### src/rtl/pic_scheduler.sv
`default_nettype none
// ============================================================================
// Module   : pic_scheduler
// Purpose  : Picks which of NUM_PICS 256x128 ROM images is shown in each of
//            the three 128-row bands of a 256x384 window. It generates the
//            image ROM address and the valid flag for the ROM data. The
//            image-to-band mapping rotates every HOLD_FRAMES frames, or at
//            the next frame start after a manual step request.
// Ports    : clk        pixel clock, rising edge
//            rst_n      synchronous active-low reset
//            pause      (PIC_SCHED_PAUSE_EN only) freezes hold-based rotation
//            r, c       current VGA row / column
//            band_done  pulse on the last pixel position of a band
//            step_req   pulse requesting one manual rotation step
//            rom_addr   {r[6:0], c[7:0]}, latency 1
//            rom_sel    image index for the current band, latency 1
//            pix_valid  window flag aligned with synchronous-ROM data, latency 2
//            rot        current rotation offset (image shown in band 0)
// Config   : define PIC_SCHED_PAUSE_EN to add the pause input
// Revision : 1.0  initial release
// ============================================================================
module pic_scheduler #(
    parameter int NUM_PICS    = 4,
    parameter int HOLD_FRAMES = 60
) (
    input  logic        clk,
    input  logic        rst_n,
`ifdef PIC_SCHED_PAUSE_EN
    input  logic        pause,
`endif
    input  logic [9:0]  r,
    input  logic [9:0]  c,
    input  logic        band_done,
    input  logic        step_req,
    output logic [14:0] rom_addr,
    output logic [1:0]  rom_sel,
    output logic        pix_valid,
    output logic [1:0]  rot
);

    localparam logic [2:0] C_NUM       = 3'(NUM_PICS);
    localparam logic [1:0] C_ROT_LAST  = 2'(NUM_PICS - 1);
    localparam logic [9:0] C_HOLD_LAST = 10'(HOLD_FRAMES - 1);

    typedef enum logic [2:0] {
        WAIT_FRAME = 3'd0,
        BAND0      = 3'd1,
        BAND1      = 3'd2,
        BAND2      = 3'd3,
        BLANK      = 3'd4
    } state_t;

    state_t      r_state;
    state_t      w_state_nxt;
    logic [1:0]  r_rot;
    logic [1:0]  w_rot_nxt;
    logic [9:0]  r_frame_cnt;
    logic        r_pending;
    logic [14:0] r_rom_addr;
    logic [1:0]  r_rom_sel;
    logic [1:0]  w_sel_nxt;
    logic        r_win_d1;
    logic        r_pix_valid;

    logic w_pause;
    logic w_fs;
    logic w_run_fs;
    logic w_expire;
    logic w_advance;
    logic w_in_win;

`ifdef PIC_SCHED_PAUSE_EN
    assign w_pause = pause;
`else
    assign w_pause = 1'b0;
`endif

    // (base + k) mod NUM_PICS; base < NUM_PICS and k <= 2 < NUM_PICS, so a
    // single conditional subtract is enough.
    function automatic logic [1:0] f_mod_add(input logic [1:0] base, input logic [1:0] k);
        logic [2:0] s;
        s = {1'b0, base} + {1'b0, k};
        if (s >= C_NUM) begin
            s = s - C_NUM;
        end
        return s[1:0];
    endfunction

    assign w_fs = (r == 10'd0) && (c == 10'd0);

    // The frame start that leaves WAIT_FRAME only synchronises; rotation
    // bookkeeping runs on frame starts seen while already tracking frames.
    assign w_run_fs  = w_fs && (r_state != WAIT_FRAME);
    assign w_expire  = (r_frame_cnt == C_HOLD_LAST) && !w_pause;
    // Hold expiry and a pending step collapse into a single advance.
    assign w_advance = w_run_fs && (w_expire || r_pending || step_req);
    assign w_rot_nxt = !w_advance ? r_rot :
                       (r_rot == C_ROT_LAST) ? 2'd0 : r_rot + 2'd1;

    // Window valid only once synchronised, so outputs stay quiet after reset
    // until the first frame start.
    assign w_in_win = (r <= 10'd383) && (c <= 10'd255) &&
                      (w_fs || (r_state != WAIT_FRAME));

    always_comb begin
        w_state_nxt = r_state;
        if (w_fs) begin
            w_state_nxt = BAND0;
        end else begin
            case (r_state)
                BAND0:   if (band_done) w_state_nxt = BAND1;
                BAND1:   if (band_done) w_state_nxt = BAND2;
                BAND2:   if (band_done) w_state_nxt = BLANK;
                default: w_state_nxt = r_state;
            endcase
        end
    end

    // Image for the pixel being presented now. The band_done pixel still
    // belongs to the band that is ending, so the current state decides.
    always_comb begin
        w_sel_nxt = r_rom_sel;
        if (w_fs) begin
            w_sel_nxt = f_mod_add(w_rot_nxt, 2'd0);
        end else begin
            case (r_state)
                BAND0:   w_sel_nxt = f_mod_add(r_rot, 2'd0);
                BAND1:   w_sel_nxt = f_mod_add(r_rot, 2'd1);
                BAND2:   w_sel_nxt = f_mod_add(r_rot, 2'd2);
                default: w_sel_nxt = r_rom_sel;
            endcase
        end
    end

    always_ff @(posedge clk) begin
        if (!rst_n) begin
            r_state <= WAIT_FRAME;
        end else begin
            r_state <= w_state_nxt;
        end
    end

    always_ff @(posedge clk) begin
        if (!rst_n) begin
            r_rot       <= 2'd0;
            r_frame_cnt <= 10'd0;
            r_pending   <= 1'b0;
        end else begin
            r_rot <= w_rot_nxt;
            if (w_run_fs) begin
                r_pending <= 1'b0;
                if (w_advance) begin
                    r_frame_cnt <= 10'd0;
                end else if (!w_pause) begin
                    r_frame_cnt <= r_frame_cnt + 10'd1;
                end
            end else if (step_req && (r_state != WAIT_FRAME)) begin
                // A second request while pending is simply absorbed.
                r_pending <= 1'b1;
            end
        end
    end

    always_ff @(posedge clk) begin
        if (!rst_n) begin
            r_rom_addr  <= 15'd0;
            r_rom_sel   <= 2'd0;
            r_win_d1    <= 1'b0;
            r_pix_valid <= 1'b0;
        end else begin
            r_rom_addr  <= {r[6:0], c[7:0]};
            r_rom_sel   <= w_sel_nxt;
            r_win_d1    <= w_in_win;
            r_pix_valid <= r_win_d1;
        end
    end

    assign rom_addr  = r_rom_addr;
    assign rom_sel   = r_rom_sel;
    assign pix_valid = r_pix_valid;
    assign rot       = r_rot;

endmodule
`default_nettype wire
### config.mk
export PLATFORM = sky130hd
export DESIGN_NAME = pic_scheduler
export DESIGN_NICKNAME = d
export VERILOG_FILES = /design/src/rtl/pic_scheduler.sv
export SDC_FILE = /design/constraint.sdc
export NUM_CORES = 1
export LEC_CHECK = 0
export ABC_AREA = 1
export BUFFER_PORTS_ARGS = -buffer_cell sky130_fd_sc_hd__buf_2
export CORE_ASPECT_RATIO = 2
export CORE_UTILIZATION = 55
export DETAILED_ROUTE_END_ITERATION = 16
export PLACE_DENSITY = 0.83
export SYNTH_ARGS = -nofsm -noshare
export SYNTH_HDL_FRONTEND = slang
export SYNTH_SLANG_ARGS = --single-unit
### constraint.sdc
create_clock -name clk -period 3.61 [get_ports clk]
set_input_delay 0.1805 -clock clk [delete_from_list [all_inputs] [get_ports clk]]
set_output_delay 0.1805 -clock clk [all_outputs]
set_load 0.02 [all_outputs]
Word level (Yosys, flattened, before mapping)
Cells that the tools add are included.

Muxes and demuxes: 14. Reduce and logical (&&, ||, !) cells: 18. Equal/unequal tests: 11. Order comparisons: 6. Add/sub/neg operators: 8. Bitwise gates (word level): 1.

Operators with widths (count): 10-bit logical NOT (2); 2-bit 2-to-1 mux (7); 10-bit by 1-bit adder with 10-bit output, second input constant (1); 10-bit by 6-bit == test with 1-bit output, second input constant (1); 10-bit by 8-bit <= comparator with 1-bit output, second input constant (1); 10-bit by 9-bit <= comparator with 1-bit output, second input constant (1); 10-bit 2-to-1 mux (1); 3-bit 2-to-1 mux (3); 3-bit != test, second input constant (3); 3-bit one-hot mux with 3 select lines (1); 4-bit AND reduction (2); 2-bit by 1-bit subtractor with 2-bit output, second input constant (4); 3-bit by 2-bit == test with 1-bit output, second input constant (2); 2-bit by 3-bit >= comparator with 1-bit output, second input constant (2); 3-bit >= comparator, second input constant (2); 1-bit logical AND (6); 2-bit != test, second input constant (3); 2-bit one-hot mux with 3 select lines (1); 3-bit nonzero test (2); 4-bit nonzero test (1); 2-bit OR reduction (2); 2-bit by 1-bit adder with 3-bit output, second input constant (1); 2-bit by 2-bit adder with 3-bit output, second input constant (1); 3-bit by 1-bit == test with 1-bit output, second input constant (1); other kinds (5) (7).

Output and inout bits: 20. Flip-flop bits (word level): 35.

Depth between registers and ports, before layout
Gate-level depths: netlist (run 1).

Depth after elaboration: 8. Mapped depth: 10. Depth with buffers taken out: 10.

Least setup slack after synthesis (run 1)
Ideal clock, no wire load.

Path kind: register to register. From: register r_frame_cnt[0]. To: register r_frame_cnt[4]. Path buffers: 1. Setup slack: 2.148 ns. Data required time: 3.467 ns. Data arrival time: 1.320 ns. Stages on the path, launching flop included: 10. Period minus slack after synthesis: 1.462 ns. Cell sequence: dfxtp_1 > ha_1 > inv_1 > nor2_1 > nand3_1 > nand2_1 > nand3_1 > buf_4 > nand3b_1 > a21oi_1.

Cells in the longest elaborated chain, start to end: 5.

RTL lines: start: declaration (line 57) `logic [9:0] r_frame_cnt;`; start signal: assignment (line 155) `r_frame_cnt <= r_frame_cnt + 10'd1;`; parallel branches: the longest is 4 deep, another holds 10-bit by 1-bit adder with 10-bit output; 10-bit 2-to-1 mux * (line 152) `if (w_advance) begin`.

Every way passes the cells marked *. A chain may end at the register's enable or synchronous reset.

Final worst setup path (run 1)
From: register r_frame_cnt[0]. To: register r_rom_sel[0], in the netlist rom_sel[0].

Cells in the longest elaborated chain, start to end: 8.

RTL lines: 10-bit by 6-bit == test with 1-bit output * (line 94) `assign w_expire = (r_frame_cnt == C_HOLD_LAST) && !w_pause;`; 1-bit logical OR * (2 in a row) (line 96) `assign w_advance = w_run_fs && (w_expire || r_pending || step_req);`; 1-bit logical AND * (line 96); 2-bit 2-to-1 mux * (line 97) `assign w_rot_nxt = !w_advance ? r_rot :`; 2-bit by 3-bit >= comparator with 1-bit output or 2-bit by 1-bit subtractor with 2-bit output (tied branches) (line 83, 84); 2-bit 2-to-1 mux * (line 83) `if (s >= C_NUM) begin`; 2-bit 2-to-1 mux * (line 123) `if (w_fs) begin`; end signal: assignment (line 172) `r_rom_sel <= w_sel_nxt;`; end: declaration (line 60) `logic [1:0] r_rom_sel;`.

Every way passes the cells marked *; elsewhere a longest branch is shown, timed or not.

==> results.json, run 1 <==
{
  "synthTopCellsByArea": "dfxtp_1 (42%), nand2_1 (12%), inv_1 (7.3%)",
  "io_pins": 44,
  "io_buffer_count": 43,
  "dp_hpwl_um": 2530,
  "finalWeightedCongestion": 0.800,
  "final_nets": 286,
  "antenna_found_initial": 0,
  "drc_errors": 0,
  "yosys.area_share.adder_pct": 1.52,
  "die_h_um": 79.5,
  "crit_fanout": 12,
  "drt-initial-drc-count": 30,
  "cts_tree": "yes",
  "hold_violations": 0,
  "period_needed_ns": 2.00,
  "slew_headroom_pct": 57.1,
  "dp.cells": 282,
  "synthXorXnorAreaFrac_pct": 3.18,
  "dr_total_vias": 1507,
  "cts_max_path_buffers": 2,
  "num_rows": 27,
  "worst_pin_slew_ns": 0.642,
  "synth.avg_cell_area_um2": 7.68,
  "clockRootBuffer": "clkbuf_8",
  "fmax_ghz": 0.500,
  "drive_above_1_share_pct": 28.8,
  "maxCapViolations": 0,
  "startpoint_type": "flop",
  "yosys.area_share.simple_pct": 33.3,
  "finClkSkew_ns": 0.00348,
  "grt_pass1_wl_um": 5490,
  "cts.clk_slew.worst_paths_ns": 0.06,
  "synth_largest_area_cell": "dfxtp_1",
  "routed_via_density": 5.21,
  "synth_top_family_by_area": "simple AND/OR/NAND/NOR gates",
  "cp.arrival_ns": 2.18,
  "core_area_um2": 2800,
  "multi_input_area_um2": 778,
  "grt.total_usage_pct": 25.0,
  "ant_nets": 0,
  "path_class": "flop to flop",
  "cts_buffers": 5,
  "wl_per_cell_um": 11.9,
  "report.final.slew_viol_count": 0,
  "status": "complete, no violations",
  "totalWireLength_um": 3430,
  "n_antenna_cell": 0,
  "path_cells": "ha_1 -> inv_1 -> nor2_1 -> nand3_1 -> nand2_1 -> nand3_1 -> nand2_1 -> nand2_1 -> nand3_1 -> nand2_1",
  "ys_types": 32,
  "grt_overflow": 0,
  "cts_resized": 0,
  "critPathMaxStageDelay_ns": 0.48,
  "syn_area_um2": 1650,
  "netlist.area_leader.share_pct": 42.5,
  "hold_buffers": 0,
  "grt_pass1_vias": 1386,
  "cp.required_ns": 3.79,
  "die-area_um2": 3240,
  "firstDrtPassIters": 4,
  "tns_ns": 0,
  "fill_cells": 252,
  "ys_seq_area_share_pct": 42.5,
  "syn_to_final_growth_pct": 18.2,
  "syn_inst": 215,
  "grt_max_degree": 22,
  "fin_crit_sh_pct": 55.4,
  "irDropWorstVdd_mv": 0.329,
  "synth_mux_area_share_pct": 0,
  "syn_nets": 241,
  "cts.sink_count": 35,
  "yosysWarningCount": 0,
  "min_path_type": "input pin to flop",
  "seq_area_um2": 701,
  "setup_viol": 0,
  "worst_path_max_delay_cell": "nand3_1",
  "cpMostUsedCell": "nand2_1",
  "die_x_um": 40.7,
  "ys_ff_latch": 35,
  "cts.htree.levels": 2,
  "cts_setup_buffers": 0,
  "final-instance-count-excl-fill": 289,
  "start_util_pct": 58.9,
  "synth_compound_area_share_pct": 9.17,
  "cp-end-kind": "flop",
  "rsz0062_at_grt": "no",
  "power_density_nw_per_um2": 387,
  "clk_latency_ns": 0.29,
  "p_leak_uw": 0.00101
}
==> cell usage after synthesis, drive strengths merged <==
cell type and instances:
a21oi 15, a31oi 2, and2 1, buf 3
clkbuf 2, clkinv 1, dfxtp 35, ha 2
inv 33, nand2 55, nand3 13, nand3b 5
nand4 6, nor2 26, nor3 4, o211ai 2
o21ai 2, o311ai 1, or2 1, xnor2 1
xor2 5
==> final timing paths <==
check | start | endpoint | slack [ns] | depth (start not counted)
max reg2reg | r_frame_cnt[0]$_SDFFE_PN0P_ | rom_sel[0]$_SDFFE_PN0P_ | 1.61 | 10
min | c[4] | rom_addr[4]$_SDFF_PN0_ | 0.09 | 3
min reg2reg | r_win_d1$_SDFF_PN0_ | pix_valid$_SDFF_PN0_ | 0.42 | 2
max | r_frame_cnt[0]$_SDFFE_PN0P_ | rom_sel[0]$_SDFFE_PN0P_ | 1.61 | 10
==> stage by stage <==
stage | setup WS (ns) | total power, uW | instance area, um^2 | hold WS, ns | util, %
floorplan | 2.15 | 453 | 1650 | 0.274 | -
global placement | 1.69 | 482 | 1860 | 0.374 | 66.4
detailed placement | 1.64 | 484 | 1860 | 0.379 | 66.4
CTS | 1.63 | 765 | 1950 | 0.0803 | 69.6
global route | 1.42 | 787 | 1950 | 0.0965 | 69.6
finish | 1.61 | 756 | 1950 | 0.0867 | 69.6
==> cell type report <==
| class | instances | area share (%) |
|---|---|---|
| inverters | 34 | 6.80 |
| clock inverters | 1 | 0.257 |
| well taps | 29 | 1.86 |
| multi-input cells | 141 | 39.9 |
| flip-flops and latches | 35 | 35.9 |
| clock buffers | 6 | 4.23 |
| repair buffers | 43 | 11.0 |
==> sequential cells by signal, summed over array words and instances, names as in the netlist <==
signal,flops
rom_addr,15
r_frame_cnt,10
r_state,3
rom_sel,2
rot,2
pix_valid,1
r_pending,1
r_win_d1,1
==> worst max-delay path: cells and delay by family, from the launching register on <==
kind | cells | cell delay, ns
DFF | 1 | 0.41
buffers and inverters | 1 | 0.07
adders and majority gates | 1 | 0.23
and+or+nand+nor | 8 | 1.18
==> per-layer routing <==
layer	wire length, um	global-route usage, %	vias up	part of all wire, %
met5	0	0	-	0
met4	112	15.7	0	3.3
met1	1200	20.8	691	35
li1	-	-	765	-
met2	1970	45.7	40	57
met3	149	6.13	11	4.3
==> power by group <==
| group | total, uW | internal (uW) | switching, uW | leakage, uW |
|---|---|---|---|---|
| clock | 281 | 149 | 131 | 0.0000470 |
| sequential | 403 | 399 | 3.98 | 0.000286 |
| combinational | 72.8 | 25.9 | 46.9 | 0.000673 |
| total | 756 | 574 | 182 | 0.00101 |
==> cell families after synthesis <==
family	after synthesis
AO/OA/AOI/OAI	22
XOR/XNOR	6
adder cells (fa/ha/maj)	2
buffers and inverters	39
flip-flops	35
AND/OR/NAND/NOR	111
==> placed cells by master, fill, tap and decap left out, types with 5 or more instances in the layout <==
master    instances
nand4_1           5
buf_2            43
nand2_1          53
a21oi_2           8
a21oi_1           7
inv_1            32
xor2_1            5
nand3_1           9
clkbuf_8          6
dfxtp_1          35
nor2_1           23
Power figures use the tool's default switching activity.
==> inputs of run 2 (changes only) <==
Settings changed: CORE_UTILIZATION 55 to 51, PLACE_DENSITY 0.83 to 0.78.
Clock period 3.61 ns to 1.9 ns, I/O delays scaled along.
==> run 2 against run 1 <==
Cell area up 5.2%. Sequential cell count unchanged. Final cell count up 4.2%. Non-clock buffer count up 11. Worst setup slack worse by 1.3 ns. Register-to-register slack worse by 1.3 ns. Critical path type is now input pin to flop.
==> results.json, run 2 (synthesized netlist as in run 1, its figures left out) <==
{
  "cts.sink_count": 35,
  "setup_viol": 0,
  "report.final.slew_viol_count": 0,
  "fmax_ghz": 0.619,
  "num_rows": 28,
  "maxCapViolations": 0,
  "rsz0062_at_grt": "no",
  "drt-initial-drc-count": 21,
  "largest_reg_flops": 15,
  "die_x_um": 42.2,
  "cts_max_path_buffers": 2,
  "finClkSkew_ns": 0.00743,
  "clockRootBuffer": "clkbuf_8",
  "start_util_pct": 54.8,
  "cts_tree": "yes",
  "path_buf_inv": 3,
  "syn_to_final_growth_pct": 24.3,
  "min_path_type": "input pin to flop",
  "grt_pass1_wl_um": 5910,
  "cts.htree.levels": 2,
  "cts_buffers": 5,
  "power_density_nw_per_um2": 706,
  "grt_max_degree": 17,
  "final_nets": 297,
  "p_leak_uw": 0.00105,
  "irDropWorstVdd_mv": 0.494,
  "wl_per_cell_um": 12.0,
  "ant_nets": 0,
  "io_buffer_count": 43,
  "cp.required_ns": 2.07,
  "drive_above_1_share_pct": 29.2,
  "critPathMaxStageDelay_ns": 0.54,
  "cts_setup_buffers": 0,
  "slew_headroom_pct": 74.4,
  "layout_common_cells": "nand2_1 (53), buf_2 (43), dfxtp_1 (35)",
  "worst_path_max_delay_cell": "dlygate4sd3_1",
  "r2r_slack_ns": 0.30,
  "dp.cells": 287,
  "io_pins": 44,
  "fin_crit_sh_pct": 85.0,
  "placed_area_um2": 1890,
  "cts.clk_slew.worst_paths_ns": 0.07,
  "critical-path-top-delay-family": "buffers and inverters",
  "tns_ns": 0,
  "grt_overflow": 0,
  "status": "complete, no violations",
  "antenna_found_initial": 0,
  "finalWeightedCongestion": 0.882,
  "die_h_um": 82.5,
  "dr_total_vias": 1541,
  "path_cells": "dlygate4sd3_1 -> buf_2 -> nor2_1 -> nand2_1 -> nor2_2 -> nand2_2 -> nor2_8 -> nand3_1 -> buf_4 -> nand3b_2 -> a21oi_2",
  "cts_resized": 0,
  "grt_pass1_vias": 1490,
  "hold_violations": 0,
  "startpoint_type": "input pin",
  "drc_errors": 0,
  "hold_slack_ns": 0.00696,
  "period_needed_ns": 1.61,
  "grt.total_usage_pct": 22.8,
  "final_common_cell": "nand2_1",
  "path_class": "input pin to flop",
  "final-instance-count-excl-fill": 301,
  "dp_hpwl_um": 2740,
  "die-area_um2": 3480,
  "routed_via_density": 5.12,
  "n_antenna_cell": 0,
  "core_area_um2": 3010,
  "clk_latency_ns": 0.28,
  "firstDrtPassIters": 4,
  "final_area_um2": 2050,
  "cp.arrival_ns": 1.78,
  "hold_buffers": 7,
  "cp-end-kind": "flop",
  "totalWireLength_um": 3610,
  "worst_pin_slew_ns": 0.380,
  "p_total_uw": 1450,
  "crit_fanout": 7
}
==> run 2: power breakdown <==
group	total (uW)	switching [uW]	internal, uW	leakage [uW]
Combinational	152	90.4	61.4	0.000721
Sequential	766	8.56	757	0.000286
Clock	531	247	284	0.0000470
==> run 2: metrics by stage <==
stage	setup WS, ns	utilization, %
after floorplan	0.438	-
after global placement	0.381	62.9
after detailed placement	0.308	62.9
after CTS	0.283	68.1
after global routing	0.138	68.1
final	0.285	68.1
==> run 2: layout make-up <==
cell class	count	area [um^2]
Inverter	34	133
Clock buffer	6	82.6
Sequential cell	35	701
Multi-Input combinational cell	141	778
Timing Repair Buffer	54	315
Clock inverter	1	5.00
Tap cell	30	37.5
Fill cell	253	961
==> run 2: final timing paths <==
| check | from | to | depth (start not counted) |
|---|---|---|---|
| worst min register to register | r_win_d1$_SDFF_PN0_ | pix_valid$_SDFF_PN0_ | 2 |
| worst max register to register | r_frame_cnt[0]$_SDFFE_PN0P_ | r_frame_cnt[9]$_SDFFE_PN0P_ | 9 |
| worst min-delay path | c[5] | rom_addr[5]$_SDFF_PN0_ | 3 |
| worst max-delay path | c[2] | r_frame_cnt[9]$_SDFFE_PN0P_ | 11 |
==> run 2: tightest hold or removal path: cells and delay by family <==
family | cells | cell delay, ns
buffers and inverters | 2 | 0.13
and+or+nand+nor | 1 | 0.04
==> run 2: layer usage <==
layer,up-vias,part of all wire (%),global-route usage [%]
met1,692,35,19.6
met5,-,0,0
met4,0,3.7,16.6
met3,13,4.9,5.22
li1,786,-,-
met2,50,56,44.0
==> inputs of run 3 (changes only) <==
Settings changed: ABC_AREA 1 to 0, CORE_UTILIZATION 51 to 47, PLACE_DENSITY 0.78 to 0.75.
Clock period 1.9 ns to 1.3 ns, I/O delays scaled along.
==> run 3 against run 2 <==
The run now ends with setup timing left. Register-to-register slack lost 0.67 ns. Via count grew 17%. Combinational power grew 57%. Critical path type is now flop to flop. Largest power group unchanged.
==> results.json, run 3 <==
{
  "synth-edff-count": 0,
  "worst_path_max_delay_cell": "dfxtp_2",
  "cts.htree.levels": 2,
  "layout_common_cells": "buf_4 (51), buf_2 (43), dfxtp_1 (25)",
  "p_leak_uw": 0.00113,
  "critPathMaxStageDelay_ns": 0.34,
  "fill_cells": 258,
  "r2r_slack_ns": -0.37,
  "rr_endpoint": "r_frame_cnt[9]$_SDFFE_PN0P_",
  "n_antenna_cell": 0,
  "grt.total_usage_pct": 27.0,
  "ant_nets": 0,
  "cpMostUsedCell": "a311o_1",
  "setup_viol": 14,
  "dr_total_vias": 1806,
  "io_buffer_count": 43,
  "path_class": "flop to flop",
  "cts.sink_count": 35,
  "largest_reg_flops": 15,
  "maxCapViolations": 0,
  "p_total_uw": 2130,
  "synth_largest_area_cell": "dfxtp_1",
  "grt_pass1_vias": 1720,
  "syn_inst": 169,
  "drc_errors": 0,
  "hp-start": "c[6]",
  "status": "complete, but fails checks",
  "syn_nets": 195,
  "ys_types": 49,
  "die_h_um": 88.1,
  "final_util_pct": 75.8,
  "grt_pass1_wl_um": 7670,
  "rsz0062_at_grt": "yes",
  "clk_latency_ns": 0.29,
  "grt_max_degree": 29,
  "drive_above_1_share_pct": 57.1,
  "synth.avg_cell_area_um2": 10.3,
  "grt_overflow": 0,
  "core_area_um2": 3570,
  "cts_buffers": 5,
  "cp.required_ns": 1.50,
  "crit_fanout": 4,
  "cp.arrival_ns": 1.88,
  "finClkSkew_ns": 0.00839,
  "wl_per_cell_um": 16.5,
  "syn_to_final_growth_pct": 55.3,
  "dp_hpwl_um": 3380,
  "firstDrtPassIters": 4,
  "fmax_ghz": 0.598,
  "hold_depth": 2,
  "power_density_nw_per_um2": 788,
  "ys_seq_area_share_pct": 40.2,
  "fin_crit_sh_pct": 129,
  "totalWireLength_um": 5250,
  "final_common_cell": "buf_4",
  "synthTopCellsByArea": "dfxtp_1 (40%), and2_1 (5.4%), mux2i_1 (4.0%)",
  "io_pins": 44,
  "report.final.slew_viol_count": 0,
  "num_rows": 31,
  "routed_via_density": 5.70,
  "synth_most_common_cell": "dfxtp_1",
  "cts_max_path_buffers": 2,
  "min_to": "rom_addr[6]$_SDFF_PN0_",
  "setup_ws_ns": -0.374,
  "startpoint_type": "flop",
  "path_cells": "ha_4 -> and4_4 -> a311o_1 -> buf_6 -> a311o_1 -> mux2i_1",
  "netlist.area_leader.share_pct": 40.2,
  "drt-initial-drc-count": 60,
  "antenna_found_initial": 0,
  "r2r-start": "r_frame_cnt[1]$_SDFFE_PN0P_",
  "ys_ff_latch": 35,
  "die-area_um2": 3970,
  "violations": "setup timing",
  "start_util_pct": 48.8,
  "period_needed_ns": 1.67,
  "cts_tree": "yes",
  "synth_top_flop_cell": "dfxtp_1",
  "cp-end-kind": "flop",
  "synthTopCellsByCount": "dfxtp_1 (35), and2_1 (15), a21oi_1 (10)",
  "final_nets": 294,
  "postSynth.asyncResetShare_pct": 0,
  "slew_headroom_pct": 76.5,
  "cts.clk_slew.worst_paths_ns": 0.07,
  "hold_slack_ns": 0.0105,
  "finalWeightedCongestion": 0.846,
  "min_path_type": "input pin to flop",
  "syn_area_um2": 1740,
  "irDropWorstVdd_mv": 0.663,
  "hold_violations": 0,
  "worst_pin_slew_ns": 0.350,
  "worstRegToRegCells": 6,
  "die_x_um": 45.0,
  "yosysWarningCount": 0,
  "clockRootBuffer": "clkbuf_8"
}
[run 3: cell count changes after synthesis, sizes merged, moves of 6 or more]
cell	previous run	this run
nand3	13	6
o311ai	1	7
mux2i	0	7
nor2	26	3
inv	33	3
and2	1	16
nand2	55	8
buf	3	9
nor4	0	9
o31ai	0	6
[run 3: what timing repair did]
action / 4_1_cts / 5_1_grt
hold buffers: 1 / 1
pin swaps: 8 / 10
cloned: 2 / 0
buffers inserted: 3 / 6
endpoints found under the setup margin: 14 / 15
resized for setup: 23 / 12
hold endpoints to repair: 1 / 1
[run 3: worst max-delay path by stage]
| stage | startpoint | end | slack, ns |
|---|---|---|---|
| 6_report | r_frame_cnt[1]$_SDFFE_PN0P_ | r_frame_cnt[9]$_SDFFE_PN0P_ | -0.37 |
| 3_5_place_dp | r_frame_cnt[9]$_SDFFE_PN0P_ | r_frame_cnt[9]$_SDFFE_PN0P_ | -0.32 |
| 4_1_cts | r_frame_cnt[1]$_SDFFE_PN0P_ | r_frame_cnt[9]$_SDFFE_PN0P_ | -0.30 |
| 3_3_place_gp | r_frame_cnt[7]$_SDFFE_PN0P_ | r_frame_cnt[9]$_SDFFE_PN0P_ | -0.30 |
| 2_1_floorplan | rot[0]$_SDFF_PN0_ | rom_sel[1]$_SDFFE_PN0P_ | -0.27 |
| 5_1_grt | r_frame_cnt[1]$_SDFFE_PN0P_ | r_frame_cnt[5]$_SDFFE_PN0P_ | -0.40 |
[run 3: cell families (layout without fill, tap and decap cells)]
family	Yosys count	in the layout	synth area share [%]
xor gates and xnor gates	1	1	0.503
and+or+nand+nor	69	69	30.3
muxes	7	7	4.02
DFF	35	35	40.2
AOI/OAI and AO/OA	40	40	17.9
buffers and inverters	15	114	5.60
adders and majority gates	2	2	1.44
[run 3: per-stage QoR]
stage	TNS [ns]	worst slack [ns]	cell area (um^2)	instances
final	-3.07	-0.374	2710	317
after global placement	-3.87	-0.302	2350	300
after detailed placement	-4.08	-0.324	2350	300
after global routing	-3.76	-0.403	2710	317
after floorplan	-1.57	-0.269	1770	169
after CTS	-2.73	-0.302	2620	313
[run 3: worst max-delay path, delay by kind of cell, from the launching register on]
| kind | cells | cell delay, ns |
|---|---|---|
| AO/OA/AOI/OAI | 2 | 0.64 |
| AND/OR/NAND/NOR | 1 | 0.15 |
| adder cells (fa/ha/maj) | 1 | 0.16 |
| multiplexers | 1 | 0.15 |
| flip-flops | 1 | 0.34 |
| buffers and inverters | 1 | 0.16 |
[run 3: per-layer routing]
metal	up-vias	routed length (um)	GRT usage, %
li1	844	-	-
met1	855	1810	24.1
met2	80	2940	49.3
met3	27	237	7.22
met4	0	254	18.2
met5	-	0	0
[run 3: cell type report]
class,instances,area [um^2],area share [%]
multi-input combinational,119,1100,40.7
clock buffer,6,82.6,3.05
timing repair buffer,103,723,26.7
clock inverter,1,5.00,0.185
tap,49,61.3,2.27
sequential,35,716,26.5
inverter,4,15.0,0.555
[run 3: power breakdown]
group	total, uW	internal, uW	switching, uW
Sequential	1100	1090	4.90
Clock	795	416	380
Combinational	238	103	136
Total	2130	1610	521
